`config.mk`:
```
export PLATFORM = sky130hd
export DESIGN_NAME = mem_wb_stage
export DESIGN_NICKNAME = d
export VERILOG_FILES = /design/src/rtl/mem_wb_stage.sv
export SDC_FILE = /design/constraint.sdc
export NUM_CORES = 2
export LEC_CHECK = 0
export BUFFER_PORTS_ARGS = -buffer_cell sky130_fd_sc_hd__clkbuf_2
export CAP_MARGIN = 20
export CORE_ASPECT_RATIO = 0.9
export CORE_MARGIN = 2
export CORE_UTILIZATION = 65
export CTS_CLUSTER_DIAMETER = 100
export DETAILED_ROUTE_END_ITERATION = 8
export PLACE_DENSITY_LB_ADDON = 0.05
export SLEW_MARGIN = 20
export SYNTH_ARGS = -nofsm -noshare
export SYNTH_HDL_FRONTEND = slang
export SYNTH_SLANG_ARGS = --single-unit
```
`constraint.sdc`:
```
create_clock -name clk -period 5.6 [get_ports clk]
set_input_delay 0 -clock clk [delete_from_list [all_inputs] [get_ports clk]]
set_output_delay 0 -clock clk [all_outputs]
set_load 0.02 [all_outputs]
```
`src/rtl/mem_wb_stage.sv`:
```
// MEM stage of the 16-bit pipeline: data memory, branch resolve, MEM/WB regs.
// Optional MEM_RANGE_CHECK_EN flags accesses beyond the 2**ADDR_W word window.
module mem_wb_stage #(
  parameter int ADDR_W      = 8,
  parameter int MEM_LATENCY = 1
) (
  input  logic        clk,
  input  logic        rst,
  input  logic [15:0] alu_result_in,
  input  logic        zero_in,
  input  logic [15:0] adder_result_in,
  input  logic [15:0] read_data_2_in,
  input  logic [2:0]  mux_rd_rt_in,
  input  logic        MemToReg_in,
  input  logic        RegWrite_in,
  input  logic        MemRead_in,
  input  logic        MemWrite_in,
  input  logic        Branch_in,
  output logic        pc_src,
  output logic [15:0] branch_target,
  output logic        mem_stall,
  output logic [15:0] read_data_out,
  output logic [15:0] alu_result_out,
  output logic [2:0]  mux_rd_rt_out,
  output logic        MemToReg_out,
  output logic        RegWrite_out,
  output logic        addr_fault_out
);

  typedef enum logic {IDLE, BUSY} state_t;

  localparam logic MULTI = (MEM_LATENCY > 1);
  localparam logic [3:0] CNT_INIT =
    (MEM_LATENCY > 1) ? 4'(MEM_LATENCY - 2) : 4'd0;

  state_t state, state_n;
  logic [3:0] cnt, cnt_n;
  logic access, fault, complete, bubble;
  logic [ADDR_W-1:0] addr;
  logic [15:0] mem [2**ADDR_W];

  assign access        = MemRead_in | MemWrite_in;
  assign addr          = alu_result_in[ADDR_W-1:0];
  assign pc_src        = Branch_in & zero_in;
  assign branch_target = adder_result_in;

  always_ff @(posedge clk) begin
    if (rst) begin
      state <= IDLE;
      cnt   <= 4'd0;
    end else begin
      state <= state_n;
      cnt   <= cnt_n;
    end
  end

  always_comb begin
    state_n = state;
    cnt_n   = cnt;
    unique case (state)
      IDLE: begin
        if (access && MULTI) begin
          state_n = BUSY;
          cnt_n   = CNT_INIT;
        end
      end
      BUSY: begin
        if (cnt != 4'd0) cnt_n = cnt - 4'd1;
        else state_n = IDLE;
      end
    endcase
  end

  always_comb begin
    mem_stall = 1'b0;
    complete  = 1'b0;
    bubble    = 1'b0;
    unique case (state)
      IDLE: begin
        mem_stall = access & MULTI;
        bubble    = access & MULTI;
        complete  = access & ~MULTI;
      end
      BUSY: begin
        mem_stall = (cnt != 4'd0);
        bubble    = (cnt != 4'd0);
        complete  = (cnt == 4'd0);
      end
    endcase
  end

  // Gating on rst drops a store whose completion edge coincides with reset.
  always_ff @(posedge clk) begin
    if (!rst && complete && MemWrite_in && !fault)
      mem[addr] <= read_data_2_in;
  end

  always_ff @(posedge clk) begin
    if (rst || bubble) begin
      read_data_out  <= 16'd0;
      alu_result_out <= 16'd0;
      mux_rd_rt_out  <= 3'd0;
      MemToReg_out   <= 1'b0;
      RegWrite_out   <= 1'b0;
    end else begin
      read_data_out  <= (complete && MemRead_in && !fault)
                        ? mem[addr] : 16'd0;
      alu_result_out <= alu_result_in;
      mux_rd_rt_out  <= mux_rd_rt_in;
      MemToReg_out   <= MemToReg_in;
      RegWrite_out   <= RegWrite_in;
    end
  end

`ifdef MEM_RANGE_CHECK_EN
  logic fault_q;

  assign fault          = access & (|alu_result_in[15:ADDR_W]);
  assign addr_fault_out = fault_q;

  always_ff @(posedge clk) begin
    if (rst || bubble) fault_q <= 1'b0;
    else fault_q <= complete & fault;
  end
`else
  logic unused_hi;

  assign unused_hi      = ^alu_result_in[15:ADDR_W];
  assign fault          = 1'b0;
  assign addr_fault_out = 1'b0;
`endif

endmodule

```
* Yosys cells after proc, flatten, opt, wreduce, memory -nomap -nowiden
Memory sizes are Yosys's and may differ from the RTL's. A register that Yosys moved wholly into a read port is not among the register bits. Cells that the tools add are included.
Operators by class: bitwise gates (word level) 4, reduce and logical (&&, ||, !) cells 10, multiplexer cells 5, $add $sub $neg 1
Operators by type and width (count):
- $logic_not A4 Y1 | 1
- $pmux W1 S2 | 2
- $reduce_bool A4 Y1 | 1
- $reduce_or A2 Y1 | 2
- $sub A4 B1 Y4 const B | 1
- $logic_and A1 B1 Y1 | 3
- $mux W1 | 3
- $not A1 Y1 | 2
- $reduce_and A2 Y1 | 1
- $and A1 B1 Y1 | 1
- $logic_not A1 Y1 | 1
- $logic_or A1 B1 Y1 | 1
- $or A1 B1 Y1 | 1
Storage, ports and cells: register bits after elaboration 26, word-level logic and storage cells 27, memory bits (writable) 4096, output and inout port bits 56, input port bits 59, memories kept 1
Memories:
- mem | words 256, bits a word 16, rd ports 1, clocked after memory_dff 1, wr ports 1, RTL line 40 | logic [15:0] mem [2**ADDR_W];

* Logic depth before layout (Yosys ltp)
depth in word-level cells 6, gate-level depth with buffers 13, mapped depth without buffers 9

* Least setup slack after synthesis
Ideal clock, no wire load.
path type register -> register, start register cnt[0], end memory mem[218][0], enable pin, cell stages (with the launch flop) 12, setup slack 2475 ps, library setup time 388 ps, buffers on the path 2, arrival 2737 ps, required time 5212 ps, clock period less this slack 3125 ps, cells stage by stage dfxtp_1 inv_1 ha_1 nor3b_2 nor2_2 nor2_1 buf_2 nand2_1 nor3_1 nand2_1 clkbuf_1 nor2_1
On the way: longest elaborated chain between the ends 6
Ends and longest elaborated chain:
- from (decl) | RTL line 37 | logic [3:0] cnt, cnt_n;
- from (signal assigned) | RTL line 53 | cnt <= cnt_n;
- $logic_not A4 Y1 | RTL line 87 | complete = (cnt == 4'd0);
- $pmux W1 S2 | RTL line 78 | unique case (state)
- $logic_and A1 B1 Y1 (2 in series) | RTL line 94 | if (!rst && complete && MemWrite_in && !fault)
- $mux W1 | RTL line 94
- $mux W1 (implied by the code) | RTL line 95 | mem[addr] <= read_data_2_in;
- to (decl) | RTL line 40
Every way passes these cells.

* Worst setup path in the final report
start register cnt[0], end memory mem[233][13], enable pin
The elaborated chain is that of the path after synthesis.

==> results.json <==
{
  "outcome": "finished, final reports clean",
  "clkSinkCount": 4138,
  "vias": 78066,
  "post-route-drc-count": 0,
  "syn_nets": 7100,
  "cp_slowest_stage_delay_ns": 0.84,
  "synth_edf_count": 4096,
  "firstDrtPassIters": 6,
  "clk_latency_ns": 0.92,
  "final_max_slew_viol_count": 0,
  "critical_path.top_delay_family": "simple AND/OR/NAND/NOR gates",
  "die_area_um2": 247000,
  "nNetsFinal": 7604,
  "end_kind": "flop",
  "gr-total-overflow": 0,
  "async_flop_share_pct": 0,
  "avgViaCountPerCell": 7.05,
  "numCtsBuffers": 391,
  "dp_slack_ns": 1.61,
  "finClkSkew_ns": 0.0524,
  "synthCells": 7039,
  "syn_to_final_growth_pct": 11.8,
  "crit_slowest_cell": "nor2_1",
  "yosysUniqueCellTypes": 70,
  "cp.required_ns": 6.18,
  "max_freq_ghz": 0.246,
  "ys.flop_type": "edfxtp_1",
  "p_leak_nw": 55.8,
  "hold_buffers": 63,
  "crit_buf_inv": 2,
  "syn_area_per_cell_um2": 22.4,
  "ys_seq_area_share_pct": 78.4,
  "grt_max_degree": 186,
  "rsz0062_at_grt": "no",
  "tightest_slew_ns": 1.17,
  "cts.reportedPaths.clkPinSlew_ns": 0.06,
  "row_count": 171,
  "hold_viol": 0,
  "syn_area_um2": 158000,
  "drt-initial-drc-count": 11769,
  "synth_compound_area_share_pct": 2.89,
  "setup_slack_ns": 1.53,
  "ios": 115,
  "final_cell_mix": "4096 x edfxtp_1, 960 x mux4_2, 400 x clkbuf_16",
  "peakVddDrop_v": 0.000460,
  "track_usage_pct": 32.7,
  "synth-xor-area-share_pct": 0.0166,
  "grt_pass1_wl_mm": 566,
  "max_cap_violations": 0,
  "ant_nets": 0,
  "wl_per_cell_um": 36.1,
  "finalSetupViolCount": 0,
  "antenna_found_initial": 18,
  "setup_tns_ns": 0,
  "drive_above_1_share_pct": 26.2,
  "globalplace.congestion": 0.890,
  "root_buffer": "clkbuf_16",
  "numPortBuffers": 81,
  "cts_tree": "done",
  "max_slew_margin_pct": 21.8,
  "fin_crit_sh_pct": 72.6,
  "crit_fanout": 13,
  "cp-start-kind": "flop",
  "pwr_density_cell_nw_per_um2": 354,
  "critPathArrivalTime_ns": 4.64,
  "muxShareOfSynthArea_pct": 15.2,
  "final_common_cell": "edfxtp_1",
  "clock_tree.htree_level_count": 5,
  "finalWirelength_mm": 400,
  "cp_common_cell": "nor2_2",
  "yosys_warnings": 0,
  "ys_ff_latch": 4138,
  "r2r_slack_ns": 1.53,
  "placed_cell_area_um2": 164000,
  "start_util_pct": 65.4,
  "cp_cell_sequence": "inv_1 -> ha_1 -> nor3b_2 -> nor2_2 -> nor2_2 -> nand2_1 -> nor3_1 -> nand2_2 -> nor2_1 -> buf_4",
  "final_cell_area_um2": 177000,
  "cts_resized": 0,
  "core_area_um2": 241000,
  "crit_type": "flop to flop",
  "cts_buffer_depth": 4,
  "synthSimpleGateAreaFrac_pct": 1.92,
  "chipWidth_um": 524,
  "post_cts_buffers": 0,
  "synth_fa_ha_area_share_pct": 0.0158,
  "hpwl_mm": 233,
  "grt_pass1_vias": 75793,
  "hold_class": "primary input to primary output",
  "layout_min_cycle_time_ns": 4.07,
  "synth_top_family_by_area": "multiplexers",
  "die_height_um": 472
}
==> cell families after synthesis <==
logic type | after synthesis
DFF | 4138
muxes | 1195
and+or+nand+nor | 667
AOI/OAI and AO/OA | 586
buffers and inverters | 447
xor gates and xnor gates | 3
adders and majority gates | 2
other | 1
==> stage by stage <==
stage               hold WS [ns]  utilization, %  power (mW)  std cells
floorplan                 0.0989               -        36.2       7039
global placement        0.000137            67.8        37.5      10285
detailed placement      0.000137            67.8        37.5      10285
CTS                     0.000137            73.2        62.7      11056
global route            0.000121            73.2        63.9      11060
finish                 0.0000382            73.2        62.5      11072
==> worst register-to-register path, cell delays in order (launching register included) <==
cell     delay, ns
dfxtp_1       0.34
inv_1         0.09
ha_1          0.14
nor3b_2       0.27
nor2_2        0.15
nor2_2        0.12
nand2_1       0.09
nor3_1        0.53
nand2_2       0.81
nor2_1        0.86
buf_4         0.34
==> metal layers <==
layer	global-route usage (%)	up-vias	routed length, um
met5	0	-	53
met4	11.1	8	15700
li1	-	31029	-
met3	7.02	694	45900
met2	48.5	5134	185000
met1	49.7	41201	153000
==> cells in the mapped netlist, types with 3 or more instances <==
library cell	n	area [um2]
edfxtp_1	4096	123000
mux4_2	960	21600
nor2_1	289	1080
mux2i_1	205	2050
buf_2	165	826
nand2_1	161	604
clkbuf_1	155	582
a22oi_1	123	923
a221oi_1	115	1010
a32oi_1	98	858
nand3_1	67	335
buf_4	64	480
o21ai_0	49	245
nand4_1	47	294
dfxtp_1	42	841
a21oi_1	39	195
a22o_1	31	272
buf_6	31	349
mux2_2	30	338
and2_1	29	181
a221o_1	28	280
a31oi_1	17	106
o22ai_1	17	106
buf_1	16	60.1
o22a_1	15	131
o211a_1	14	140
o21bai_1	14	105
or4_1	14	105
nor2b_1	10	62.6
nor3_1	10	50.1
o21ai_1	10	50.1
and3_1	7	43.8
buf_8	6	90.1
inv_1	5	18.8
a211oi_1	4	30.0
nor3b_1	4	30.0
and3b_1	3	26.3
nand2b_1	3	18.8
nand4b_1	3	26.3
nor3b_2	3	37.5
nor4bb_1	3	30.0
==> final timing paths <==
kind | startpoint | endpoint | cells past startpoint
worst min register to register | cnt[1]$_SDFFE_PP0P_ | cnt[1]$_SDFFE_PP0P_ | 2
worst max register to register | cnt[0]$_SDFFE_PP0P_ | mem[233][13]$_DFFE_PP_ | 10
worst max-delay path | cnt[0]$_SDFFE_PP0P_ | mem[233][13]$_DFFE_PP_ | 10
worst min-delay path | adder_result_in[15] | branch_target[15] | 0
==> layout make-up <==
cell class                 count  area [um2]
multi-input combinational   2454       31800
fill                       13543       64700
tap                         3200        4000
clock inverter               212        1810
antenna                       14        35.0
clock buffer                 496       10400
sequential                  4138      124000
inverter                       7        28.8
timing repair buffer         551        4690
==> registers in the layout, indices dropped and copies added (netlist names) <==
name            count
MemToReg_out        1
read_data_out      16
state               1
mem              4096
RegWrite_out        1
cnt                 4
mux_rd_rt_out       3
alu_result_out     16
==> power breakdown <==
group	switching [mW]	leakage [nW]	internal (mW)
registers	0.0234	37.1	34.1
clock network	11.1	6.00	14.5
logic	1.86	12.7	0.953
total	13.0	55.8	49.5
(Power assumes the default switching activity.)
